<file path="src/rtl/abc_producer_pkg.sv">
// Shared constants for the abc_producer operand handshake block.
package abc_producer_pkg;

   localparam int unsigned NDefault = 4;
   localparam int unsigned SentW    = 8;

   // Handshake FSM encoding
   localparam logic [1:0] S0 = 2'd0;
   localparam logic [1:0] S1 = 2'd1;
   localparam logic [1:0] S2 = 2'd2;

endpackage

</file>
<file path="src/rtl/abc_fifo.sv">
// Operand-pair FIFO feeding the abc_producer handshake FSM.
module abc_fifo
   import abc_producer_pkg::*;
#(
   parameter int unsigned N     = NDefault,
   parameter int unsigned DEPTH = 4
) (
   input  logic                     clock,
   input  logic                     _reset,
   input  logic                     push,
   input  logic                     pop,
   input  logic [2*N-1:0]           din,
   output logic [2*N-1:0]           dout,
   output logic [$clog2(DEPTH):0]   count,
   output logic                     full,
   output logic                     empty
);

   localparam int unsigned PtrW = $clog2(DEPTH);

   logic [2*N-1:0]  mem_q [DEPTH];
   logic [PtrW-1:0] wr_ptr_q, rd_ptr_q;
   logic [PtrW:0]   count_q, count_d;
   logic            wr_en, rd_en;

   // full is sampled before any pop on the same edge, so a push while full is always dropped
   assign wr_en = push & ~full;
   assign rd_en = pop & ~empty;

   always_comb begin
      count_d = count_q;
      if (wr_en && !rd_en) begin
         count_d = count_q + 1'b1;
      end else if (!wr_en && rd_en) begin
         count_d = count_q - 1'b1;
      end
   end

   always_ff @(posedge clock or negedge _reset) begin
      if (!_reset) begin
         wr_ptr_q <= '0;
         rd_ptr_q <= '0;
         count_q  <= '0;
      end else begin
         if (wr_en) wr_ptr_q <= wr_ptr_q + 1'b1;
         if (rd_en) rd_ptr_q <= rd_ptr_q + 1'b1;
         count_q <= count_d;
      end
   end

   always_ff @(posedge clock) begin
      if (wr_en) mem_q[wr_ptr_q] <= din;
   end

   assign dout  = mem_q[rd_ptr_q];
   assign count = count_q;
   // DEPTH is a power of two, so the count MSB alone marks a full FIFO
   assign full  = count_q[PtrW];
   assign empty = (count_q == '0);

endmodule

</file>
<file path="src/rtl/abc_producer.sv">
// Producer side of the _dav/rfd handshake: FIFO-buffered operand pairs presented one at a time.
module abc_producer
   import abc_producer_pkg::*;
#(
   parameter int unsigned N     = NDefault,
   parameter int unsigned DEPTH = 4
) (
   input  logic                   clock,
   input  logic                   _reset,
   input  logic                   push,
   input  logic [N-1:0]           a_in,
   input  logic [N-1:0]           b_in,
   output logic                   full,
   output logic [$clog2(DEPTH):0] count,
   output logic                   _dav,
   input  logic                   rfd,
   output logic [N-1:0]           a,
   output logic [N-1:0]           b,
   output logic [SentW-1:0]       sent
);

   logic [1:0]       state_q, state_d;
   logic             dav_q, dav_d;
   logic [N-1:0]     a_q, a_d, b_q, b_d;
   logic [SentW-1:0] sent_q, sent_d;
   logic             pop;
   logic             fifo_empty;
   logic [2*N-1:0]   fifo_dout;

   abc_fifo #(
      .N     (N),
      .DEPTH (DEPTH)
   ) u_fifo (
      .clock  (clock),
      ._reset (_reset),
      .push   (push),
      .pop    (pop),
      .din    ({a_in, b_in}),
      .dout   (fifo_dout),
      .count  (count),
      .full   (full),
      .empty  (fifo_empty)
   );

   always_comb begin
      state_d = state_q;
      dav_d   = dav_q;
      a_d     = a_q;
      b_d     = b_q;
      sent_d  = sent_q;
      pop     = 1'b0;
      case (state_q)
         S0: begin
            if (!fifo_empty && rfd) begin
               a_d     = fifo_dout[2*N-1:N];
               b_d     = fifo_dout[N-1:0];
               dav_d   = 1'b0;
               state_d = S1;
            end
         end
         S1: begin
            // rfd low means the consumer has taken the pair
            if (!rfd) begin
               dav_d   = 1'b1;
               pop     = 1'b1;
               sent_d  = sent_q + 1'b1;
               state_d = S2;
            end
         end
         S2: begin
            if (rfd) state_d = S0;
         end
         default: begin
            state_d = S0;
            dav_d   = 1'b1;
         end
      endcase
   end

   always_ff @(posedge clock or negedge _reset) begin
      if (!_reset) begin
         state_q <= S0;
         dav_q   <= 1'b1;
         a_q     <= '0;
         b_q     <= '0;
         sent_q  <= '0;
      end else begin
         state_q <= state_d;
         dav_q   <= dav_d;
         a_q     <= a_d;
         b_q     <= b_d;
         sent_q  <= sent_d;
      end
   end

   assign _dav = dav_q;
   assign a    = a_q;
   assign b    = b_q;
   assign sent = sent_q;

endmodule
</file>
<file path="config.mk">
export PLATFORM = sky130hd
export DESIGN_NAME = abc_producer
export DESIGN_NICKNAME = d
export VERILOG_FILES = /design/src/rtl/abc_producer_pkg.sv /design/src/rtl/abc_fifo.sv /design/src/rtl/abc_producer.sv
export SDC_FILE = /design/constraint.sdc
export NUM_CORES = 1
export LEC_CHECK = 0
export ABC_AREA = 1
export ABC_CLOCK_PERIOD_IN_PS = 2400
export CAP_MARGIN = 20
export CORE_UTILIZATION = 33
export CTS_CLUSTER_DIAMETER = 200
export DETAILED_ROUTE_END_ITERATION = 12
export PLACE_DENSITY_LB_ADDON = 0.05
export SLEW_MARGIN = 10
export SYNTH_ARGS = -nofsm -noshare
export SYNTH_HDL_FRONTEND = slang
export SYNTH_SLANG_ARGS = --single-unit
</file>
<file path="constraint.sdc">
create_clock -name clock -period 2.4 [get_ports clock]
set_clock_uncertainty 0.15 [all_clocks]
set_input_delay 0.24 -clock clock [delete_from_list [all_inputs] [get_ports clock]]
set_output_delay 0.24 -clock clock [all_outputs]
set_load 0.005 [all_outputs]
</file>
**Word level (Yosys, flattened, before mapping)**

Memories as Yosys holds them, arrays and structs flattened. A register that Yosys moved wholly into a read port is not among the register bits.
Index checks and enable logic that the tools add are counted.
Widths: inputs -> output; s select.

- Flip-flop bits (word level): 18
- Memory bits (writable): 32
- Input bits: 12
- Output and inout bits: 21
- Word-level logic and storage cells: 50
- Memories: 1

Memories:

| name | words | width | rd ports | clocked after memory_dff | write ports | RTL line | text |
|---|---|---|---|---|---|---|---|
| u_fifo.mem_q | 4 | 8 | 1 | 1 | 1 | abc_fifo.sv:21 | `logic [2*N-1:0] mem_q [DEPTH];` |

- Add/sub/neg operators: 5
- Equal/unequal tests: 5
- Muxes and demuxes: 13
- Bitwise gates (word level): 6
- Reduce and logical (&&, ||, !) cells: 14

Operator list:

| cell | number |
|---|---|
| $add 8x1->8 const B | 1 |
| $mux 1 | 6 |
| $mux 2 | 3 |
| $mux 3 | 2 |
| $ne 2x2->1 const B | 3 |
| $pmux 2 s3 | 1 |
| $reduce_and 3->1 | 2 |
| $add 2x1->2 const B | 2 |
| $logic_not 1->1 | 4 |
| $not 1->1 | 4 |
| $reduce_and 2->1 | 2 |
| $add 3x1->3 const B | 1 |
| $logic_and 1x1->1 | 3 |
| $logic_not 3->1 | 1 |
| $pmux 1 s3 | 1 |
| $sub 3x1->3 const B | 1 |
| $and 1x1->1 | 2 |
| $eq 2x1->1 const B | 1 |
| $eq 2x2->1 const B | 1 |
| $logic_not 2->1 | 1 |
| $reduce_bool 2->1 | 1 |

**Longest topological paths before layout**

Gate-level depths: netlist of the first run.

- Word-level depth: 6
- Mapped depth: 10
- Depth with buffers taken out: 10

**By module**

A second synthesis of the first run with hierarchy kept.

- Cell total of the unflattened synthesis: 247
- Area, all modules: 2570.0 µm²

By module, submodules not included:

| module | instances | cells an instance | area each (µm²) |
|---|---|---|---|
| abc_fifo | 1 | 150 | 1725.4 |
| abc_producer | 1 | 97 | 844.6 |

**Least setup slack after synthesis of the first run**

Ideal clock, no wire load.

- Path type: flip-flop to flip-flop
- Start: register u_fifo.count_q[0], in the netlist u_fifo.count[0]
- End: register u_fifo.count_q[2], in the netlist u_fifo.count[2]
- Library setup time: 0.079 ns
- Data arrival time: 1.883 ns
- Required time: 2.171 ns
- Slack: 0.287 ns
- Cell stages (with the launch flop): 10
- Period minus slack after synthesis: 2.113 ns
- Cell sequence: dfrtp_1 nor2_2 nand2_1 nand2_4 ha_1 inv_1 fa_1 or2_2 nand2_1 xor2_1

- Cells in the longest elaborated chain, start to end: 6
- Elaborated cells between the ends (all ways): 11

Ends and longest elaborated chain:

| item | RTL line | text |
|---|---|---|
| start: declaration | abc_fifo.sv:23 | `logic [PtrW:0] count_q, count_d;` |
| start signal: assignment | abc_fifo.sv:47 | `count_q <= count_d;` |
| branches (longest 6 deep; another with $sub 3x1->3) | - |  |

Parallel ways; which one is timed is not known. The select of a mux whose other input is x is not followed.
A chain may end at the register's enable or synchronous reset.

**Final worst setup path of the first run**

Ends and elaborated chain as after synthesis.

==> results.sh, run 1 <==
export IMPL_outcome="finished, final reports clean"
export IMPL_grt_pass1_wl_um=7840
export IMPL_routed_via_count=1670
export IMPL_track_usage_pct=14.1
export IMPL_grt_setup_unrepaired="false"
export IMPL_cts_sinks=58
export IMPL_portBuffers=32
export IMPL_postPlaceCellArea_um2=3010
export IMPL_grt_use_met1_pct=19.1
export IMPL_yosysSeqAreaShare_pct=63.8
export IMPL_grt_ovfl_total=0
export IMPL_drc=0
export IMPL_cp_required_ns=2.52
export IMPL_synth_top_area_cell="edfxtp_1"
export IMPL_post_cts_setup_buffer_count=0
export IMPL_post_route_period_util_pct=92.5
export IMPL_clock_fmax_mhz=450
export IMPL_synth_top_cell_area_share_pct=38.0
export IMPL_slew_headroom_pct=72.5
export IMPL_switching_share_pct=32.3
export IMPL_grt_start_max_net_pins=35
export IMPL_core_um2=7330
export IMPL_ctsHoldBuffers=0
export IMPL_cts_root_buf="clkbuf_8"
export IMPL_setup_viol=0
export IMPL_cts_buffers=9
export IMPL_syn_avg_cell_area_um2=10.8
export IMPL_yosysMostFrequentCell="nand2_1"
export IMPL_routabilityCongestion=0.732
export IMPL_ys_warn_count=0
export IMPL_critPathBufInv=1
export IMPL_detail_route_antenna_nets=0
export IMPL_drive_above_1_share_pct=14.7
export IMPL_cp_arrival_ns=2.34
export IMPL_gr_usage_met2_pct=20.1
export IMPL_h_tree_depth=3
export IMPL_p_int_uw=2490
export IMPL_finalCriticalPeriod_ns=2.22
export IMPL_grt_busiest_layer="met2"
export IMPL_diodes=0
export IMPL_hold_slack_ns=0.132
export IMPL_cts_resized=0
export IMPL_clk_pin_slew_ns=0.07
export IMPL_cp_common_cell="nand2_1"
export IMPL_cts_path_max_buffers=2
export IMPL_chipWidth_um=89.5
export IMPL_fin_area_um2=3230
export IMPL_clkPwrFrac_pct=27.1
export IMPL_synth_area_top_cells="edfxtp_1 38%, dfrtp_1 25%, nand2_1 6.8%, inv_1 5.1%, a21oi_1 3.6%"
export IMPL_detail_route_wl_per_cell_um=12.6
export IMPL_synth_edff_count=32
export IMPL_first_pass_iters=4
export IMPL_fin_setup_tns_ns=0
export IMPL_met3_usage_pct=3.88
export IMPL_place_hpwl_um=3120
export IMPL_crit_path_max_incr_delay_ns=0.44
export IMPL_routed_wl_um=4860
export IMPL_hold_violations=0
export IMPL_start_util_pct=34.5
export IMPL_power_density_nw_per_um2=1140
export IMPL_cp_top_family="simple AND/OR/NAND/NOR gates"
export IMPL_place_ws_ns=0.0652
export IMPL_synth_common_cells="46 x nand2_1, 34 x inv_1, 32 x edfxtp_1"
export IMPL_tightest_slew_ns=0.413
export IMPL_tritoncts="yes"
export IMPL_ir_drop_uv=532
export IMPL_via_per_inst=4.34
export IMPL_clock_latency_ns=0.34
export IMPL_mappedNetlistArea_um2=2530
export IMPL_pin_count=33
export IMPL_total_leakage_power_uw=0.00139
export IMPL_sequentialPowerShare_pct=41.2
export IMPL_worst_path_max_fanout=4
export IMPL_syn_nets=253
export IMPL_start_kind="flop"
export IMPL_synthCells=234
export IMPL_die_h_um=89.5
export IMPL_hold_class="in2async"
export IMPL_synthFlopType="edfxtp_1"
export IMPL_maxCapViolations=0
export IMPL_setup_ws_ns=0.180
export IMPL_ys_seq_elements=58
export IMPL_syn_to_final_growth_pct=27.8
export IMPL_p_switching_uw=1190
export IMPL_crit_type="reg2reg"
export IMPL_async_reset_ff_share_pct=44.8
export IMPL_crit_path_end_kind="flop"
export IMPL_path_cells="nor2_2 -> nand2_1 -> nand2_4 -> ha_1 -> inv_1 -> fa_1 -> or2_2 -> nand2_1 -> xor2_1"
export IMPL_antenna_found_initial=0
export IMPL_num_rows=31
export IMPL_critPathSlowestCell="dfrtp_1"
export IMPL_dieArea_um2=8010
export IMPL_pwr_share_comb_pct=31.7
export IMPL_finalMaxSlewViolations=0
export IMPL_fin_nets=300
export IMPL_first_global_vias=1526
export IMPL_synth_cell_types=30
export IMPL_drtIter0Drc=75
-- area by class of cell --
type	instances	area, um^2
clock buffer	11	141
clock inverter	5	77.6
fill	714	4100
inverter	40	151
multi-input combinational	130	727
sequential	58	1610
tap	99	124
timing repair buffer	42	395
-- kinds of logic (layout without fill, tap and decap cells) --
logic type,count (synthesis),in the layout,share of synthesized area [%]
xor gates and xnor gates,6,6,2.08
adders and majority gates,7,7,3.76
and+or+nand+nor,77,77,14.2
AOI/OAI and AO/OA,39,39,8.27
buffers and inverters,46,98,7.38
DFF,58,58,63.8
muxes,1,1,0.446
-- power groups by stage --
| stage | registers (uW) | clock network [uW] | logic (uW) |
|---|---|---|---|
| 4_1_cts | 1530 | 1020 | 1190 |
| 6_report | 1520 | 998 | 1170 |
| 3_5_place_dp | 1540 | 0 | 1190 |
| 3_3_place_gp | 1540 | 0 | 1180 |
| 5_1_grt | 1550 | 1070 | 1340 |
| 2_1_floorplan | 1500 | 0 | 691 |
-- routing by layer --
layer | up-vias | part of all wire (%)
li1 | 861 | -
met1 | 762 | 52
met4 | 0 | 2.3
met2 | 36 | 42
met5 | - | 0
met3 | 11 | 4.1
-- final timing paths --
check | startpoint | end | slack (ns) | depth (start not counted)
max in group asynchronous | _reset | _dav | 1.67 | 2
setup / recovery | u_fifo.count[0] | u_fifo.count[2] | 0.18 | 9
hold / removal | _reset | sent[6] | 0.13 | 2
min in group clock | a[3] | a[3] | 0.33 | 2
hold reg to reg | a[3] | a[3] | 0.33 | 2
setup reg to reg | u_fifo.count[0] | u_fifo.count[2] | 0.18 | 9
-- through the flow --
stage	power (uW)	util, %	std cells
detailed placement	2730	41.1	369
CTS	3740	44.1	385
finish	3680	44.1	385
floorplan	2190	-	234
global route	3970	44.1	385
global placement	2720	41.1	369
-- layout by cell type, fill, tap and decap left out, types with 2 or more instances in the layout --
cell             count
nor2_1               7
clkdlybuf4s50_1     32
dfrtp_1             25
ha_1                 6
nor2_2               3
clkbuf_8            10
nand2_1             46
clkinv_2             3
o21ai_0             18
edfxtp_1            32
bufinv_16            2
nand4_1              2
buf_4               10
nand3_1             13
xor2_1               5
a21oi_1             18
inv_1               34
inv_2                5
-- state kept, by name, summed over array words and instances (netlist names) --
name / flops
b: 4
u_fifo.count: 3
u_fifo.wr_ptr_q: 2
state_q: 2
u_fifo.mem_q: 32
u_fifo.rd_ptr_q: 2
_dav: 1
a: 4
sent: 8
-- worst register-to-register path, delay by kind of cell (launching register included) --
family	cells	cell delay, ns
XOR/XNOR	1	0.13
adder cells (fa/ha/maj)	2	0.51
buffers and inverters	1	0.06
flip-flops	1	0.44
AND/OR/NAND/NOR	5	0.84
(Power assumes the default switching activity.)
==> run 2, diff against run 1 <==
--- a/config.mk
+++ b/config.mk
@@ -12,6 +12,7 @@
 export CTS_CLUSTER_DIAMETER = 200
 export DETAILED_ROUTE_END_ITERATION = 12
 export PLACE_DENSITY_LB_ADDON = 0.05
+export SKIP_CTS_REPAIR_TIMING = 1
 export SLEW_MARGIN = 10
 export SYNTH_ARGS = -nofsm -noshare
 export SYNTH_HDL_FRONTEND = slang
==> results of run 2 <==
Same layout as run 1: the final DEF is identical, and so are final timing and power.
==> run 3, diff against run 2 <==
--- a/config.mk
+++ b/config.mk
@@ -12,6 +12,7 @@
 export CTS_CLUSTER_DIAMETER = 200
 export DETAILED_ROUTE_END_ITERATION = 12
 export PLACE_DENSITY_LB_ADDON = 0.05
+export REMOVE_ABC_BUFFERS = 1
 export SKIP_CTS_REPAIR_TIMING = 1
 export SLEW_MARGIN = 10
 export SYNTH_ARGS = -nofsm -noshare
==> run 3 against run 2 <==
  * Critical path depth unchanged
  * Via count up 1.1%
  * Design area up 1.4%
  * Highest routed layer unchanged
  * Total power up 5.1%
  * Cell count up 0.26%
  * Clock power up 17%
  * Routed wire length up 3.0%
  * Combinational power about the same
  * Die area unchanged
  * Flip-flop and latch count unchanged
  * Setup slack worse by 0.035 ns
  * Register-to-register slack worse by 0.03 ns
==> results.sh, run 3 (synthesis gave the netlist of run 1 again) <==
export IMPL_core_um2=7330
export IMPL_grt_setup_unrepaired="false"
export IMPL_cp_required_ns=2.50
export IMPL_hold_violations=0
export IMPL_chipWidth_um=89.5
export IMPL_grt_ovfl_total=0
export IMPL_met2WireLength_um=2360
export IMPL_multi_input_area_um2=727
export IMPL_routed_via_count=1689
export IMPL_routabilityCongestion=0.704
export IMPL_pin_count=33
export IMPL_layout_common_cells="46 x nand2_1, 34 x inv_1, 32 x clkdlybuf4s50_1, 32 x edfxtp_1, 25 x dfrtp_1"
export IMPL_tightest_slew_ns=0.481
export IMPL_cts_buffers=9
export IMPL_finalMaxSlewViolations=0
export IMPL_cp_arrival_ns=2.36
export IMPL_num_rows=31
export IMPL_place_hpwl_um=3240
export IMPL_antenna_found_initial=0
export IMPL_crit_type="reg2reg"
export IMPL_post_route_period_util_pct=93.9
export IMPL_dieArea_um2=8010
export IMPL_setup_ws_ns=0.145
export IMPL_via_per_inst=4.38
export IMPL_clk_pin_slew_ns=0.07
export IMPL_fin_nets=301
export IMPL_start_util_pct=34.5
export IMPL_diodes=0
export IMPL_routed_wl_um=5010
export IMPL_fin_util_pct=44.7
export IMPL_clock_fmax_mhz=444
export IMPL_regArea_um2=1610
export IMPL_place_ws_ns=0.0315
export IMPL_cts_root_buf="clkbuf_8"
export IMPL_r2r_slack_ns=0.15
export IMPL_met3_wirelength_um=213
export IMPL_track_usage_pct=14.3
export IMPL_grt_start_max_net_pins=35
export IMPL_final_common_cell="nand2_1"
export IMPL_first_pass_iters=4
export IMPL_fin_setup_tns_ns=0
export IMPL_slew_headroom_pct=67.9
export IMPL_detail_route_antenna_nets=0
export IMPL_largest_reg_flops=32
export IMPL_dr_max_layer_used="met4"
export IMPL_regToRegStartpoint="u_fifo.count[0]"
export IMPL_power_density_nw_per_um2=1180
export IMPL_h_tree_depth=3
export IMPL_postPlaceCellArea_um2=3020
export IMPL_start_kind="flop"
export IMPL_met1_length_um=2400
export IMPL_crit_path_end_kind="flop"
export IMPL_maxCapViolations=0
export IMPL_hold_class="in2async"
export IMPL_syn_to_final_growth_pct=29.6
export IMPL_drtIter0Drc=58
export IMPL_detail_route_wl_per_cell_um=13.0
export IMPL_fin_area_um2=3270
export IMPL_ir_drop_uv=515
export IMPL_drive_above_1_share_pct=14.6
export IMPL_portBuffers=32
export IMPL_clock_latency_ns=0.33
export IMPL_cts_path_max_buffers=2
export IMPL_outcome="finished, final reports clean"
export IMPL_crit_start="u_fifo.count[0]"
export IMPL_r2r_end="u_fifo.count[2]"
export IMPL_cts_sinks=58
export IMPL_fillerInstances=710
export IMPL_die_h_um=89.5
export IMPL_worst_path_max_fanout=4
export IMPL_total_leakage_power_uw=0.00141
export IMPL_setup_viol=0
export IMPL_reg2regPathDepth=9
export IMPL_first_global_vias=1602
export IMPL_top_register="u_fifo.mem_q"
export IMPL_tritoncts="yes"
export IMPL_grt_pass1_wl_um=8180
export IMPL_drc=0
export IMPL_finalCriticalPeriod_ns=2.25
## run 3: cell count changes in the layout (fill, tap and decap cells not counted)
cell        before  now
clkbuf_8        10    9
clkinv_1         0    1
bufinv_16        2    4
clkinvlp_4       1    0
buf_4           10   11
clkinv_2         3    2
## run 3: how the worst max path moves through the flow
stage / endpoint / slack, ns
after floorplan: u_fifo.count[2] / 0.29
after global placement: u_fifo.count[2] / 0.08
after detailed placement: u_fifo.count[2] / 0.03
after CTS: u_fifo.count[2] / 0.12
after global routing: u_fifo.count[2] / 0.02
final: u_fifo.count[2] / 0.15
## run 3: critical path: stages, from the launching register on
cell and delay [ns]:
dfrtp_1 0.45, nor2_2 0.21, nand2_1 0.14, nand2_4 0.11
ha_1 0.14, inv_1 0.07, fa_1 0.39, or2_2 0.30
nand2_1 0.08, xor2_1 0.14
## run 3: area by class of cell
type | count | share of cell area, %
Clock buffer | 10 | 3.90
Timing Repair Buffer | 43 | 12.3
Tap cell | 99 | 3.78
Sequential cell | 58 | 49.3
Multi-Input combinational cell | 130 | 22.2
Clock inverter | 6 | 3.94
Inverter | 40 | 4.62
## run 3: where the power goes
part	leakage (uW)	total, uW	switching [uW]	internal (uW)
Sequential	0.000612	1520	205	1320
Combinational	0.000670	1180	605	571
Clock	0.000128	1170	379	790
## run 3: per-stage QoR
| stage | hold WS, ns | power [uW] | instances |
|---|---|---|---|
| 6_report | 0.149 | 3870 | 386 |
| 5_1_grt | 0.175 | 4160 | 386 |
| 4_1_cts | 0.154 | 3930 | 386 |
| 3_5_place_dp | 0.314 | 2750 | 370 |
| 3_3_place_gp | 0.313 | 2720 | 370 |
| 2_1_floorplan | -0.206 | 2140 | 228 |
## run 3: routing by layer
layer / vias up / GRT usage, %
li1: 857 / -
met2: 30 / 22.0
met1: 800 / 18.6
met3: 2 / 5.63
met5: - / 0
met4: 0 / 4.62
